[src/rtl/pdm_des_if.sv]
// Word-output bundle of the PDM deserializer.
//
// Handshake: the producer raises valid_o while data_o holds a word that
// has not been taken yet. A word is taken on any rising clock edge where
// valid_o=1 and ready_i=1. The producer may replace data_o while valid_o=1.
// Newest word wins, and a replaced word that was never taken raises the
// sticky overrun_o. overrun_o stays high until clr_ovr_i clears it.
// done_o pulses for one cycle per completed word, whether or not it is taken.
interface pdm_des_if #(
    parameter int C_NR_OF_BITS = 16
);
    logic [C_NR_OF_BITS-1:0] data_o;
    logic                    done_o;
    logic                    valid_o;
    logic                    ready_i;
    logic                    overrun_o;
    logic                    clr_ovr_i;

    // Producer side (the deserializer).
    modport master (
        output data_o,
        output done_o,
        output valid_o,
        output overrun_o,
        input  ready_i,
        input  clr_ovr_i
    );

    // Consumer side.
    modport slave (
        input  data_o,
        input  done_o,
        input  valid_o,
        input  overrun_o,
        output ready_i,
        output clr_ovr_i
    );
endinterface

[src/rtl/pdm_des.sv]
// PDM microphone deserializer.
// Generates the microphone clock and samples the synchronized PDM stream
// once per microphone clock period, one clk_i cycle after each rising edge.
// It packs C_NR_OF_BITS samples MSB-first into a word. Each completed word is
// presented on a valid/ready output with sticky overrun detection.
module pdm_des #(
    parameter int C_NR_OF_BITS       = 16,
    parameter int C_SYS_CLK_FREQ_MHZ = 100,
    parameter int C_PDM_FREQ_MHZ     = 3
) (
    input  logic       clk_i,
    input  logic       rst_i,
    input  logic       en_i,
    output logic       pdm_m_clk_o,
    input  logic       pdm_m_data_i,
    output logic       pdm_lrsel_o,
    pdm_des_if.master  word_if
);

    // Half period of the microphone clock, in clk_i cycles.
    localparam int HALF  = C_SYS_CLK_FREQ_MHZ / (C_PDM_FREQ_MHZ * 2);
    localparam int CNT_W = (HALF > 1) ? $clog2(HALF) : 1;
    localparam int BIT_W = $clog2(C_NR_OF_BITS);

    localparam logic [CNT_W-1:0] CNT_LAST = CNT_W'(HALF - 1);
    localparam logic [BIT_W-1:0] BIT_LAST = BIT_W'(C_NR_OF_BITS - 1);

    // Two-flop synchronizer for the asynchronous microphone data.
    logic [1:0]             sync_q;
    logic                   data_sync;

    // Microphone clock divider and its one-cycle-delayed copy.
    logic [CNT_W-1:0]       cnt_clk;
    logic                   clk_int;
    logic                   clk_intt;
    logic                   rise;

    // Only the low N-1 sample bits need storing. The newest sample is
    // appended when the word completes.
    logic [C_NR_OF_BITS-2:0] shreg;
    logic [C_NR_OF_BITS-1:0] shreg_full;
    logic [BIT_W-1:0]        bit_cnt;
    logic                    complete;

    // Output-side registers, mirrored onto the interface.
    logic [C_NR_OF_BITS-1:0] data_q;
    logic                    done_q;
    logic                    valid_q;
    logic                    overrun_q;

    assign data_sync   = sync_q[1];
    assign rise        = clk_int & ~clk_intt;
    assign shreg_full  = {shreg, data_sync};
    assign complete    = en_i & rise & (bit_cnt == BIT_LAST);

    assign pdm_m_clk_o = clk_int;
    assign pdm_lrsel_o = 1'b0;

    assign word_if.data_o    = data_q;
    assign word_if.done_o    = done_q;
    assign word_if.valid_o   = valid_q;
    assign word_if.overrun_o = overrun_q;

    // Synchronize the microphone data. This runs regardless of enable.
    always_ff @(posedge clk_i or posedge rst_i) begin
        if (rst_i) begin
            sync_q <= 2'b00;
        end else begin
            sync_q <= {sync_q[0], pdm_m_data_i};
        end
    end

    // Divide clk_i down to the microphone clock. Each phase lasts HALF cycles.
    always_ff @(posedge clk_i or posedge rst_i) begin
        if (rst_i) begin
            cnt_clk <= '0;
            clk_int <= 1'b0;
        end else if (!en_i) begin
            cnt_clk <= '0;
            clk_int <= 1'b0;
        end else if (cnt_clk == CNT_LAST) begin
            cnt_clk <= '0;
            clk_int <= ~clk_int;
        end else begin
            cnt_clk <= cnt_clk + CNT_W'(1);
        end
    end

    // Delay the microphone clock one cycle so its rising edge is a single-cycle event.
    always_ff @(posedge clk_i or posedge rst_i) begin
        if (rst_i) begin
            clk_intt <= 1'b0;
        end else if (!en_i) begin
            clk_intt <= 1'b0;
        end else begin
            clk_intt <= clk_int;
        end
    end

    // Shift in one sample per rise event. Disabling discards the partial word.
    always_ff @(posedge clk_i or posedge rst_i) begin
        if (rst_i) begin
            shreg   <= '0;
            bit_cnt <= '0;
        end else if (!en_i) begin
            shreg   <= '0;
            bit_cnt <= '0;
        end else if (rise) begin
            shreg   <= shreg_full[C_NR_OF_BITS-2:0];
            bit_cnt <= (bit_cnt == BIT_LAST) ? '0 : bit_cnt + BIT_W'(1);
        end
    end

    // Pulse done for the cycle after a word completes.
    always_ff @(posedge clk_i or posedge rst_i) begin
        if (rst_i) begin
            done_q <= 1'b0;
        end else begin
            done_q <= complete;
        end
    end

    // Capture the completed word. Otherwise data_o holds.
    always_ff @(posedge clk_i or posedge rst_i) begin
        if (rst_i) begin
            data_q <= '0;
        end else if (complete) begin
            data_q <= shreg_full;
        end
    end

    // Valid is set by a completion and cleared when the consumer takes the word.
    always_ff @(posedge clk_i or posedge rst_i) begin
        if (rst_i) begin
            valid_q <= 1'b0;
        end else if (complete) begin
            valid_q <= 1'b1;
        end else if (valid_q && word_if.ready_i) begin
            valid_q <= 1'b0;
        end
    end

    // Overrun is set when an untaken word is replaced. If set and clear coincide, set wins.
    always_ff @(posedge clk_i or posedge rst_i) begin
        if (rst_i) begin
            overrun_q <= 1'b0;
        end else if (complete && valid_q && !word_if.ready_i) begin
            overrun_q <= 1'b1;
        end else if (word_if.clr_ovr_i) begin
            overrun_q <= 1'b0;
        end
    end

endmodule

[src/flat_wrapper.sv]
// flat-port wrapper written by rule: the top's interface ports become plain ports
module pdm_des_flat 
#(
    parameter int C_NR_OF_BITS       = 16,
    parameter int C_SYS_CLK_FREQ_MHZ = 100,
    parameter int C_PDM_FREQ_MHZ     = 3
)
  (clk_i, rst_i, en_i, pdm_m_clk_o, pdm_m_data_i, pdm_lrsel_o, word_if_data_o, word_if_done_o, word_if_valid_o, word_if_overrun_o, word_if_ready_i, word_if_clr_ovr_i);
  pdm_des_if #(.C_NR_OF_BITS(C_NR_OF_BITS)) word_if_i ();
  input  logic clk_i;
  input  logic rst_i;
  input  logic en_i;
  output logic pdm_m_clk_o;
  input  logic pdm_m_data_i;
  output logic pdm_lrsel_o;
  output wire logic [$bits(word_if_i.data_o)-1:0] word_if_data_o;
  output wire logic [$bits(word_if_i.done_o)-1:0] word_if_done_o;
  output wire logic [$bits(word_if_i.valid_o)-1:0] word_if_valid_o;
  output wire logic [$bits(word_if_i.overrun_o)-1:0] word_if_overrun_o;
  input wire logic [$bits(word_if_i.ready_i)-1:0] word_if_ready_i;
  input wire logic [$bits(word_if_i.clr_ovr_i)-1:0] word_if_clr_ovr_i;
  assign word_if_data_o = word_if_i.data_o;
  assign word_if_done_o = word_if_i.done_o;
  assign word_if_valid_o = word_if_i.valid_o;
  assign word_if_overrun_o = word_if_i.overrun_o;
  assign word_if_i.ready_i = word_if_ready_i;
  assign word_if_i.clr_ovr_i = word_if_clr_ovr_i;
  pdm_des #(.C_NR_OF_BITS(C_NR_OF_BITS), .C_SYS_CLK_FREQ_MHZ(C_SYS_CLK_FREQ_MHZ), .C_PDM_FREQ_MHZ(C_PDM_FREQ_MHZ)) u_core (.clk_i(clk_i), .rst_i(rst_i), .en_i(en_i), .pdm_m_clk_o(pdm_m_clk_o), .pdm_m_data_i(pdm_m_data_i), .pdm_lrsel_o(pdm_lrsel_o), .word_if(word_if_i));
endmodule
[config.mk]
export PLATFORM = sky130hd
export DESIGN_NAME = pdm_des_flat
export DESIGN_NICKNAME = d
export VERILOG_FILES = /design/src/rtl/pdm_des_if.sv /design/src/rtl/pdm_des.sv /design/src/flat_wrapper.sv
export SDC_FILE = /design/constraint.sdc
export NUM_CORES = 1
export LEC_CHECK = 0
export ABC_AREA = 1
export CAP_MARGIN = 20
export CORE_MARGIN = 5
export CORE_UTILIZATION = 30
export CTS_CLUSTER_DIAMETER = 40
export CTS_CLUSTER_SIZE = 24
export DETAILED_ROUTE_END_ITERATION = 10
export GPL_TIMING_DRIVEN = 0
export SYNTH_ARGS = -nofsm -noshare
export SYNTH_HDL_FRONTEND = slang
export SYNTH_SLANG_ARGS = --single-unit
[constraint.sdc]
create_clock -name clk_i -period 2.93 [get_ports clk_i]
set_clock_uncertainty 0.05 [all_clocks]
set_input_delay 0.7325 -clock clk_i [delete_from_list [all_inputs] [get_ports clk_i]]
set_output_delay 0.7325 -clock clk_i [all_outputs]
set_load 0.01 [all_outputs]
# Yosys cells after proc, flatten, opt, wreduce, memory -nomap -nowiden
# Cells that the tools add are included.
# W data, S select, Z words.
totals:
  reg_bits: 46
  out_inout_bits: 21
  word_cells: 41
  in_bits: 6
classes:
  bitwise: 5
  n_reduce_logical: 6
  eq_ne: 4
  add_sub_neg: 2
  mux: 14
op_table:
  columns: ["cell", "n"]
  rows:
  - ["$mux W15", 2]
  - ["$mux W4", 5]
  - ["$add A4 B1 Y4 const B", 2]
  - ["$eq A4 B4 Y1 const B", 2]
  - ["$mux W1", 7]
  - ["$ne A2 B1 Y1 const B", 2]
  - ["$reduce_bool A2 Y1", 2]
  - ["$and A1 B1 Y1", 3]
  - ["$logic_and A1 B1 Y1", 3]
  - ["$not A1 Y1", 2]
  - ["$logic_not A1 Y1", 1]

# Longest topological paths before layout
# Gate-level depths: netlist (run 1).
logic_depth:
  word_depth: 7
  ltp_mapped: 7
  depth_no_buf: 7

# Worst setup path after synthesis (run 1)
# No wires, ideal clock.
synth_timing:
  kind: "in2reg"
  startpoint: "input port en_i"
  endpoint: "register u_core.data_q[1] (netlist: u_core.word_if.data_o[1])"
  setup_ns: 0.118
  t_required_ns: 2.762
  n_path_buf: 2
  arrival_time_ns: 1.411
  stages: 7
  slack_ns: 1.351
  path_cell_list: "buf_4 nand2_2 nor2_4 nand2_2 buf_6 nand2_2 o21ai_2"
synth_via:
  elab_chain_cells: 2
synth_lines:
  columns: ["item", "line_no", "text"]
  rows:
  - ["from (decl)", "flat_wrapper.sv:12", "input logic en_i;"]
  - ["$and A1 B1 Y1 (2 in a row)", "pdm_des.sv:54", "assign complete = en_i & rise & (bit_cnt == BIT_LAST);"]
  - ["to (signal assigned)", "pdm_des.sv:128", "data_q <= shreg_full;"]
  - ["to (decl)", "pdm_des.sv:46", "logic [C_NR_OF_BITS-1:0] data_q;"]
# No other way between the ends.
# A chain may end at the register's enable or synchronous reset.

# Final worst setup path (run 1)
layout_timing:
  startpoint: "register u_core.clk_int (netlist: u_core.pdm_m_clk_o)"
  endpoint: "output port pdm_m_clk_o"
layout_lines:
  columns: ["item", "line_no", "text"]
  rows:
  - ["from (decl)", "pdm_des.sv:34", "logic clk_int;"]
  - ["from (signal assigned)", "pdm_des.sv:83", "clk_int <= ~clk_int;"]
  - ["to (decl)", "flat_wrapper.sv:13", "output logic pdm_m_clk_o;"]
# No word-level cell between the ends.

==> impl_metrics.py, run 1 <==
metrics = {
    "status": {
        "status": "finished, final reports clean",
    },
    "cts": {
        "hold_buffers": 0,
        "clock_path_buffers": 2,
        "cts_sinks": 46,
        "cts_made_buffers": 5,
        "htree_levels": 2,
        "worstSkewPairLatency_ns": 0.30,
        "cts_setup_buffers": 0,
        "cts_resized": 0,
        "cts_tree": "yes",
        "root_buffer": "clkbuf_8",
        "path_clk_slew_ns": 0.09,
    },
    "finish": {
        "finalNetCount": 209,
        "nFillCells": 605,
        "final_common_cell": "dfrtp_1",
        "seq_area_sq_um": 1150,
        "multi_input_area_sq_um": 527,
        "drive_above_1_share_pct": 19.8,
        "diodes": 0,
        "mostFrequentLayoutCells": "dfrtp_1 (46), nand2_1 (32), inv_1 (25)",
        "area_growth_pct": 24.5,
    },
    "drt": {
        "drc": 0,
        "wirelength_mm": 3.33,
        "wl_per_cell_um": 12.0,
        "viasPerCell": 4.44,
        "firstDrtPassIters": 4,
        "vias": 1230,
        "ant_nets": 0,
        "drt_iter0_drc": 61,
    },
    "logic_synthesis": {
        "synth_compound_area_share_pct": 14.2,
        "ys_ff_latch": 46,
        "synth_warnings": 0,
        "synth_top_area_share_pct": 62.7,
        "synth-seq-area-share_pct": 62.7,
        "syn_nets": 177,
        "syn_area_sq_um": 1840,
        "syn-instance-count": 169,
        "synth_top_family_by_area": "compound AO/OA/AOI/OAI gates",
        "synth_adder_area_share_pct": 1.36,
        "synthTopCellsByArea": "dfrtp_1 (63%), o21ai_2 (7.6%), nand2_1 (6.5%)",
        "yosys.area.top_type": "dfrtp_1",
        "synth_cell_types": 21,
        "synth_xor_area_share_pct": 0.954,
        "muxShareOfSynthArea_pct": 0,
        "syn_area_per_cell_sq_um": 10.9,
        "yosys.area_share.simple_pct": 12.0,
    },
    "worst_setup_path": {
        "path_buf_inv": 1,
        "critical_path_class": "flop to output port",
        "startpoint_type": "flop",
        "cp_max_fo": 5,
        "critPathSlowestCell": "clkdlybuf4s50_1",
        "max_stage_delay_ns": 0.57,
        "cp-end-kind": "output port",
        "path_cells": "clkdlybuf4s50_1",
        "crit_required_ns": 2.15,
        "crit_arrival_ns": 1.31,
        "path_delay_family": "buffers and inverters",
    },
    "pwr": {
        "power.density_nw_per_um2": 502,
        "p_sw_mw": 0.273,
        "power.leakage_nw": 1.06,
        "p_seq_share_pct": 58.5,
        "power_mw": 1.15,
        "vdd_drop_max_uv": 231,
        "intPower_mw": 0.874,
        "switching_share_pct": 23.8,
        "combinationalPowerShare_pct": 6.9,
        "clkPwrFrac_pct": 34.6,
    },
    "timing": {
        "period_share_pct": 71.5,
        "fmax_mhz": 477,
        "setup_tns_ns": 0,
        "rsz0062_at_grt": "no",
        "fin_crit_ns": 2.10,
        "hold_violations": 0,
        "timing.final.max_slew_violations": 0,
        "setup_viol": 0,
    },
    "floorplanning": {
        "dieArea_sq_um": 7790,
        "die_y_um": 88.2,
        "ios": 27,
        "rows": 28,
        "die_w_um": 88.2,
        "core_region_area_sq_um": 5920,
        "start_util_pct": 31.0,
    },
    "grt": {
        "grt_max_degree": 37,
        "grt_pass1_wl_mm": 5.69,
        "grt_pass1_vias": 1232,
        "grtUsageTotal_pct": 9.35,
        "grt_overflow_total": 0,
        "antenna_found_initial": 0,
    },
    "placed_design": {
        "hpwl_mm": 2.35,
        "routabilityCongestion": 0.782,
        "port_buffers": 24,
    },
    "min_path": {
        "hp-class": "flop to flop",
    },
    "run": {
        "maxCapViolations": 0,
    },
}
-- final timing paths --
kind | slack, ns | end | depth (start not counted) | startpoint
max | 0.83 | pdm_m_clk_o | 1 | u_core.pdm_m_clk_o$_DFFE_PP0P_
min | 0.30 | u_core.sync_q[1]$_DFF_PP0_ | 0 | u_core.sync_q[0]$_DFF_PP0_
max reg2reg | 1.48 | u_core.word_if.data_o[15]$_DFFE_PP0P_ | 7 | u_core.bit_cnt[0]$_DFFE_PP0P_
min reg2reg | 0.30 | u_core.sync_q[1]$_DFF_PP0_ | 0 | u_core.sync_q[0]$_DFF_PP0_
max in group asynchronous | 1.72 | u_core.word_if.data_o[8]$_DFFE_PP0P_ | 3 | rst_i
min in group asynchronous | 0.63 | u_core.word_if.data_o[3]$_DFFE_PP0P_ | 2 | rst_i
-- metal layers --
layer / wire, um / vias up / global-route usage, %
li1: - / 605 / -
met2: 1630 / 21 / 15.6
met5: 0 / - / 0
met4: 34 / 0 / 3.30
met1: 1490 / 597 / 11.8
met3: 181 / 7 / 2.33
-- worst register-to-register path: stages, from the launching register on --
cell and delay (ns):
dfrtp_1 0.42, ha_1 0.20, nand2_1 0.07, nor2_1 0.15, nand2_2 0.16, buf_6 0.19, nand2_1 0.07, nand2_1 0.05
-- cells in the mapped netlist (all sizes together) --
| cell type | n |
|---|---|
| a21oi | 1 |
| ha | 2 |
| nor2 | 7 |
| xnor2 | 1 |
| nand2 | 36 |
| buf | 7 |
| xor2 | 1 |
| conb | 1 |
| inv | 26 |
| dfrtp | 46 |
| nand3 | 6 |
| nand4 | 1 |
| o22ai | 15 |
| o21ai | 19 |
-- area by class of cell --
type	count	share of cell area, %
flip-flops and latches	46	50.4
multi-input cells	90	23.0
repair buffers	25	11.4
inverters	26	4.27
well taps	75	4.11
clock buffers	6	3.61
plain buffers	7	2.68
clock inverters	2	0.547
-- logic make-up after synthesis --
group | count (synthesis)
other | 1
xor gates and xnor gates | 2
DFF | 46
buffers and inverters | 33
AOI/OAI and AO/OA | 35
adders and majority gates | 2
and+or+nand+nor | 50
-- power by group through the flow --
stage               combinational (mW)  sequential, mW  clock [mW]
global route                    0.0908           0.675       0.439
detailed placement              0.0808           0.684           0
floorplan                       0.0550           0.680           0
CTS                             0.0813           0.671       0.412
finish                          0.0793           0.671       0.396
global placement                0.0759           0.683           0
-- sequential cells by signal, summed over array words and instances, names as in the netlist --
register	flops
u_core.bit_cnt	4
u_core.word_if.data_o	16
u_core.sync_q	2
u_core.shreg	15
u_core.clk_intt	1
u_core.pdm_m_clk_o	1
u_core.word_if.valid_o	1
u_core.word_if.done_o	1
u_core.word_if.overrun_o	1
u_core.cnt_clk	4
-- stage by stage --
stage	std cells	hold slack [ns]	area, sq um	util [%]	setup WS (ns)
2_1_floorplan	169	0.281	1840	-	1.06
3_3_place_gp	268	0.284	2170	36.7	0.131
3_5_place_dp	269	0.285	2190	37.0	1.15
4_1_cts	277	0.305	2290	38.6	0.810
5_1_grt	277	0.317	2290	38.6	0.768
6_report	277	0.301	2290	38.6	0.834
(Power assumes the default switching activity.)
==> run 2, diff against run 1 <==
Clock period 2.93 ns to 1.8 ns, I/O delays scaled along.
==> run 2 against run 1 <==
- core utilization is 0.27 points higher
- via count is 0.57% higher
- final area is 0.71% higher
- non-clock buffer count is 2 higher
- largest power group unchanged
- highest routed layer unchanged
==> impl_metrics.py, run 2 (synthesis gave the netlist of run 1 again) <==
metrics = {
    "drt": {
        "wirelength_mm": 3.34,
        "drt_iter0_drc": 59,
        "drc": 0,
        "firstDrtPassIters": 4,
        "vias": 1237,
        "ant_nets": 0,
        "wl_per_cell_um": 12.0,
        "viasPerCell": 4.43,
    },
    "cts": {
        "htree_levels": 2,
        "hold_buffers": 0,
        "worstSkewPairLatency_ns": 0.29,
        "cts_sinks": 46,
        "path_clk_slew_ns": 0.09,
        "clock_path_buffers": 2,
        "cts_made_buffers": 5,
        "root_buffer": "clkbuf_8",
        "cts_tree": "yes",
    },
    "floorplanning": {
        "die_w_um": 88.2,
        "core_region_area_sq_um": 5920,
        "start_util_pct": 31.0,
        "ios": 27,
        "die_y_um": 88.2,
        "rows": 28,
        "dieArea_sq_um": 7790,
    },
    "min_path": {
        "hp-class": "flop to flop",
    },
    "timing": {
        "worst_hold_slack_ns": 0.304,
        "fmax_mhz": 578,
        "period_share_pct": 96.2,
        "setup_tns_ns": 0,
        "hold_violations": 0,
        "timing.final.max_slew_violations": 0,
        "setup_viol": 0,
        "rsz0062_at_grt": "no",
        "fin_crit_ns": 1.73,
    },
    "placed_design": {
        "dp.cells": 269,
        "routabilityCongestion": 0.782,
        "hpwl_mm": 2.35,
        "port_buffers": 24,
    },
    "grt": {
        "antenna_found_initial": 0,
        "grt_pass1_vias": 1232,
        "grtUsageTotal_pct": 9.35,
        "grt_pass1_wl_mm": 5.69,
        "grt_overflow_total": 0,
        "grt_max_degree": 37,
    },
    "run": {
        "maxCapViolations": 0,
    },
    "pwr": {
        "p_sw_mw": 0.445,
        "vdd_drop_max_uv": 377,
        "switching_share_pct": 23.7,
        "combinationalPowerShare_pct": 7.4,
        "p_seq_share_pct": 58.3,
        "power.leakage_nw": 1.07,
        "intPower_mw": 1.43,
        "clkPwrFrac_pct": 34.4,
        "power.density_nw_per_um2": 814,
        "power_mw": 1.87,
    },
    "worst_setup_path": {
        "path_buf_inv": 1,
        "critPathSlowestCell": "clkdlybuf4s50_1",
        "cp-end-kind": "output port",
        "crit_required_ns": 1.30,
        "crit_arrival_ns": 1.23,
        "startpoint_type": "flop",
        "path_delay_family": "buffers and inverters",
        "critical_path_class": "flop to output port",
        "max_stage_delay_ns": 0.54,
        "path_cells": "clkdlybuf4s50_1",
        "cp_max_fo": 4,
    },
    "finish": {
        "diodes": 0,
        "finalNetCount": 211,
        "nFillCells": 604,
        "largest_reg_flops": 16,
        "mostFrequentLayoutCells": "dfrtp_1 (45), nand2_1 (32), inv_1 (25)",
        "drive_above_1_share_pct": 21.1,
        "fin_cells": 279,
        "area_growth_pct": 25.3,
        "final_common_cell": "dfrtp_1",
    },
    "status": {
        "status": "finished, final reports clean",
    },
}
run 2: cell types whose count changed in the layout (fill, tap and decap cells not counted), sizes merged:
cell,previous run,this run
buf,8,10
run 2: through the flow:
step                instance area, sq um  utilization [%]  setup WS, ns
floorplan                           1840                -         0.212
global placement                    2170             36.7        -0.716
detailed placement                  2190             37.0         0.301
CTS                                 2290             38.6        0.0143
global route                        2300             38.9        0.0254
finish                              2300             38.9        0.0692
run 2: final cells by class:
| class | instances | area (sq um) | area share [%] |
|---|---|---|---|
| Tap cell | 75 | 93.8 | 4.08 |
| Sequential cell | 46 | 1150 | 50.1 |
| Multi-Input combinational cell | 90 | 527 | 22.9 |
| Buffer | 7 | 61.3 | 2.66 |
| Clock buffer | 6 | 82.6 | 3.59 |
| Clock inverter | 2 | 12.5 | 0.543 |
| Timing Repair Buffer | 27 | 275 | 12.0 |
| Inverter | 26 | 97.6 | 4.24 |
run 2: power groups by stage:
stage | registers (mW) | clock network, mW | logic, mW
floorplan | 1.11 | 0 | 0.0896
global placement | 1.11 | 0 | 0.124
detailed placement | 1.11 | 0 | 0.132
CTS | 1.09 | 0.670 | 0.132
global route | 1.10 | 0.714 | 0.157
finish | 1.09 | 0.644 | 0.138
run 2: final timing paths:
| path | startpoint | endpoint | slack [ns] | cells past startpoint |
|---|---|---|---|---|
| setup reg to reg | u_core.bit_cnt[0]$_DFFE_PP0P_ | u_core.word_if.data_o[5]$_DFFE_PP0P_ | 0.35 | 7 |
| max in group asynchronous | rst_i | u_core.pdm_m_clk_o$_DFFE_PP0P_ | 0.87 | 3 |
| hold / removal | u_core.sync_q[0]$_DFF_PP0_ | u_core.sync_q[1]$_DFF_PP0_ | 0.30 | 0 |
| min in group asynchronous | rst_i | u_core.word_if.data_o[3]$_DFFE_PP0P_ | 0.35 | 2 |
| setup / recovery | u_core.pdm_m_clk_o$_DFFE_PP0P_ | pdm_m_clk_o | 0.07 | 1 |
| hold reg to reg | u_core.sync_q[0]$_DFF_PP0_ | u_core.sync_q[1]$_DFF_PP0_ | 0.30 | 0 |
run 2: per-layer routing:
metal	track usage, %	vias up	routed length, um
li1	-	611	-
met1	11.8	597	1490
met2	15.6	22	1640
met3	2.33	7	158
met4	3.30	0	49
met5	0	-	0
run 2: timing repair:
item                       4_1_cts  5_1_grt
setup endpoints to repair        1        1
buffers inserted                 0        2
gates cloned                     0        0
resized for setup                1        0
==> run 3, diff against run 2 <==
Settings changed: PLACE_DENSITY set to 0.5.
Clock period 1.8 ns to 2.05 ns, I/O delays scaled along.
==> run 3 against run 2 <==
- combinational power decreased by 19%
- sequential share of layout area grew 0.054 points
- via count is 4.3% lower
- hold slack about the same
- final area fell by 0.22%
- power shrank 7.8%
- core utilization down 0.085 points
- worst setup slack improved by 0.12 ns
- clock power increased by 2%
- sequential power down 12%
- critical path type unchanged
- largest cell class unchanged
==> impl_metrics.py, run 3 (synthesis gave the netlist of run 1 again) <==
metrics = {
    "status": {
        "status": "finished, final reports clean",
    },
    "grt": {
        "grt_max_degree": 40,
        "grtUsageTotal_pct": 9.70,
        "grt_overflow_total": 0,
        "grt_pass1_vias": 1224,
        "antenna_found_initial": 0,
        "grt_pass1_wl_mm": 5.75,
    },
    "floorplanning": {
        "start_util_pct": 31.0,
        "die_y_um": 88.2,
        "die_w_um": 88.2,
        "core_region_area_sq_um": 5920,
        "dieArea_sq_um": 7790,
        "ios": 27,
        "rows": 28,
    },
    "min_path": {
        "hold_end": "u_core.sync_q[1]$_DFF_PP0_",
        "worstHoldStart": "u_core.sync_q[0]$_DFF_PP0_",
        "hp-class": "flop to flop",
        "hold_depth": 0,
    },
    "worst_setup_path": {
        "reg2reg_depth": 7,
        "critical_path_class": "flop to output port",
        "cp_max_fo": 5,
        "crit_required_ns": 1.49,
        "crit_arrival_ns": 1.30,
        "cp-end-kind": "output port",
        "reg2reg_to": "u_core.word_if.data_o[1]$_DFFE_PP0P_",
        "ff2ff_setup_slack_ns": 0.59,
        "max_stage_delay_ns": 0.58,
        "path_cells": "clkdlybuf4s50_1",
        "path_delay_family": "buffers and inverters",
        "path_buf_inv": 1,
        "startpoint_type": "flop",
        "critPathSlowestCell": "clkdlybuf4s50_1",
        "r2r_start": "u_core.bit_cnt[0]$_DFFE_PP0P_",
    },
    "cts": {
        "root_buffer": "clkbuf_8",
        "clock_path_buffers": 2,
        "path_clk_slew_ns": 0.08,
        "cts_tree": "yes",
        "hold_buffers": 0,
        "cts_setup_buffers": 0,
        "cts_resized": 0,
        "cts_sinks": 46,
        "worstSkewPairLatency_ns": 0.29,
        "htree_levels": 2,
        "cts_made_buffers": 5,
    },
    "finish": {
        "mostFrequentLayoutCells": "dfrtp_1 (46), nand2_1 (32), inv_1 (25)",
        "finalNetCount": 209,
        "diodes": 0,
        "fin_cells": 277,
        "area_growth_pct": 25.1,
        "finalCoreUtilization_pct": 38.8,
        "final_common_cell": "dfrtp_1",
        "largest_reg_flops": 16,
        "drive_above_1_share_pct": 18.8,
    },
    "placed_design": {
        "port_buffers": 24,
        "post-place-ws_ns": 0.511,
        "dp.cells": 269,
        "routabilityCongestion": 0.714,
        "hpwl_mm": 2.32,
    },
    "timing": {
        "setup_ws_ns": 0.185,
        "timing.final.max_slew_violations": 0,
        "fin_crit_ns": 1.86,
        "rsz0062_at_grt": "no",
        "setup_viol": 0,
        "fmax_mhz": 536,
        "period_share_pct": 91.0,
        "hold_violations": 0,
    },
    "pwr": {
        "power_mw": 1.73,
        "power.density_nw_per_um2": 752,
        "vdd_drop_max_uv": 303,
        "power.leakage_nw": 1.06,
    },
    "drt": {
        "wirelength_mm": 3.33,
        "ant_nets": 0,
        "wl_per_cell_um": 12.0,
        "vias": 1184,
        "viasPerCell": 4.27,
        "firstDrtPassIters": 4,
        "drc": 0,
        "drt_iter0_drc": 46,
    },
    "run": {
        "maxCapViolations": 0,
    },
}
## run 3: cell count changes in the layout (fill, tap and decap cells not counted), sizes merged
cell,change
buf,-2
bufinv,+1
clkbuf,+1
clkinv,-1
clkinvlp,-1
## run 3: metrics by stage
stage | area (sq um) | TNS [ns] | hold slack (ns)
global placement | 2170 | -29.10 | 0.284
global route | 2300 | 0 | 0.320
floorplan | 1840 | 0 | 0.281
detailed placement | 2190 | 0 | 0.288
CTS | 2300 | 0 | 0.307
finish | 2300 | 0 | 0.304
## run 3: worst reg2reg max path: stages (launching register included)
cell     delay [ns]
dfrtp_1        0.42
ha_1           0.21
nand2_1        0.06
nor2_1         0.16
nand2_2        0.16
buf_6          0.20
nand2_2        0.07
o21ai_2        0.04
## run 3: report_power, final
group | leakage [nW] | internal (mW) | switching [mW] | total [mW]
clock network | 0.0524 | 0.365 | 0.291 | 0.656
registers | 0.632 | 0.932 | 0.0267 | 0.959
logic | 0.378 | 0.0451 | 0.0672 | 0.112
## run 3: worst max path at each step
stage | from | endpoint | slack, ns | cells after the start
3_3_place_gp | rst_i | u_core.word_if.overrun_o$_DFFE_PP0P_ | -0.63 | 2
6_report | u_core.pdm_m_clk_o$_DFFE_PP0P_ | pdm_m_clk_o | 0.19 | 1
4_1_cts | u_core.pdm_m_clk_o$_DFFE_PP0P_ | pdm_m_clk_o | 0.16 | 1
5_1_grt | u_core.pdm_m_clk_o$_DFFE_PP0P_ | pdm_m_clk_o | 0.12 | 1
2_1_floorplan | rst_i | u_core.bit_cnt[0]$_DFFE_PP0P_ | 0.40 | 1
3_5_place_dp | u_core.pdm_m_clk_o$_DFFE_PP0P_ | pdm_m_clk_o | 0.51 | 1
## run 3: layout make-up
cell class,instances,area (sq um)
fill,583,3620
sequential,46,1150
multi-input combinational,90,527
timing repair buffer,25,260
inverter,26,97.6
tap,75,93.8
clock buffer,7,76.3
buffer,7,61.3
clock inverter,1,30.0
## run 3: per-layer routing
metal	global-route usage [%]	part of all wire, %
met3	3.72	4.4
met1	12.0	47
met5	0	0
met2	15.8	47
met4	2.88	1.1
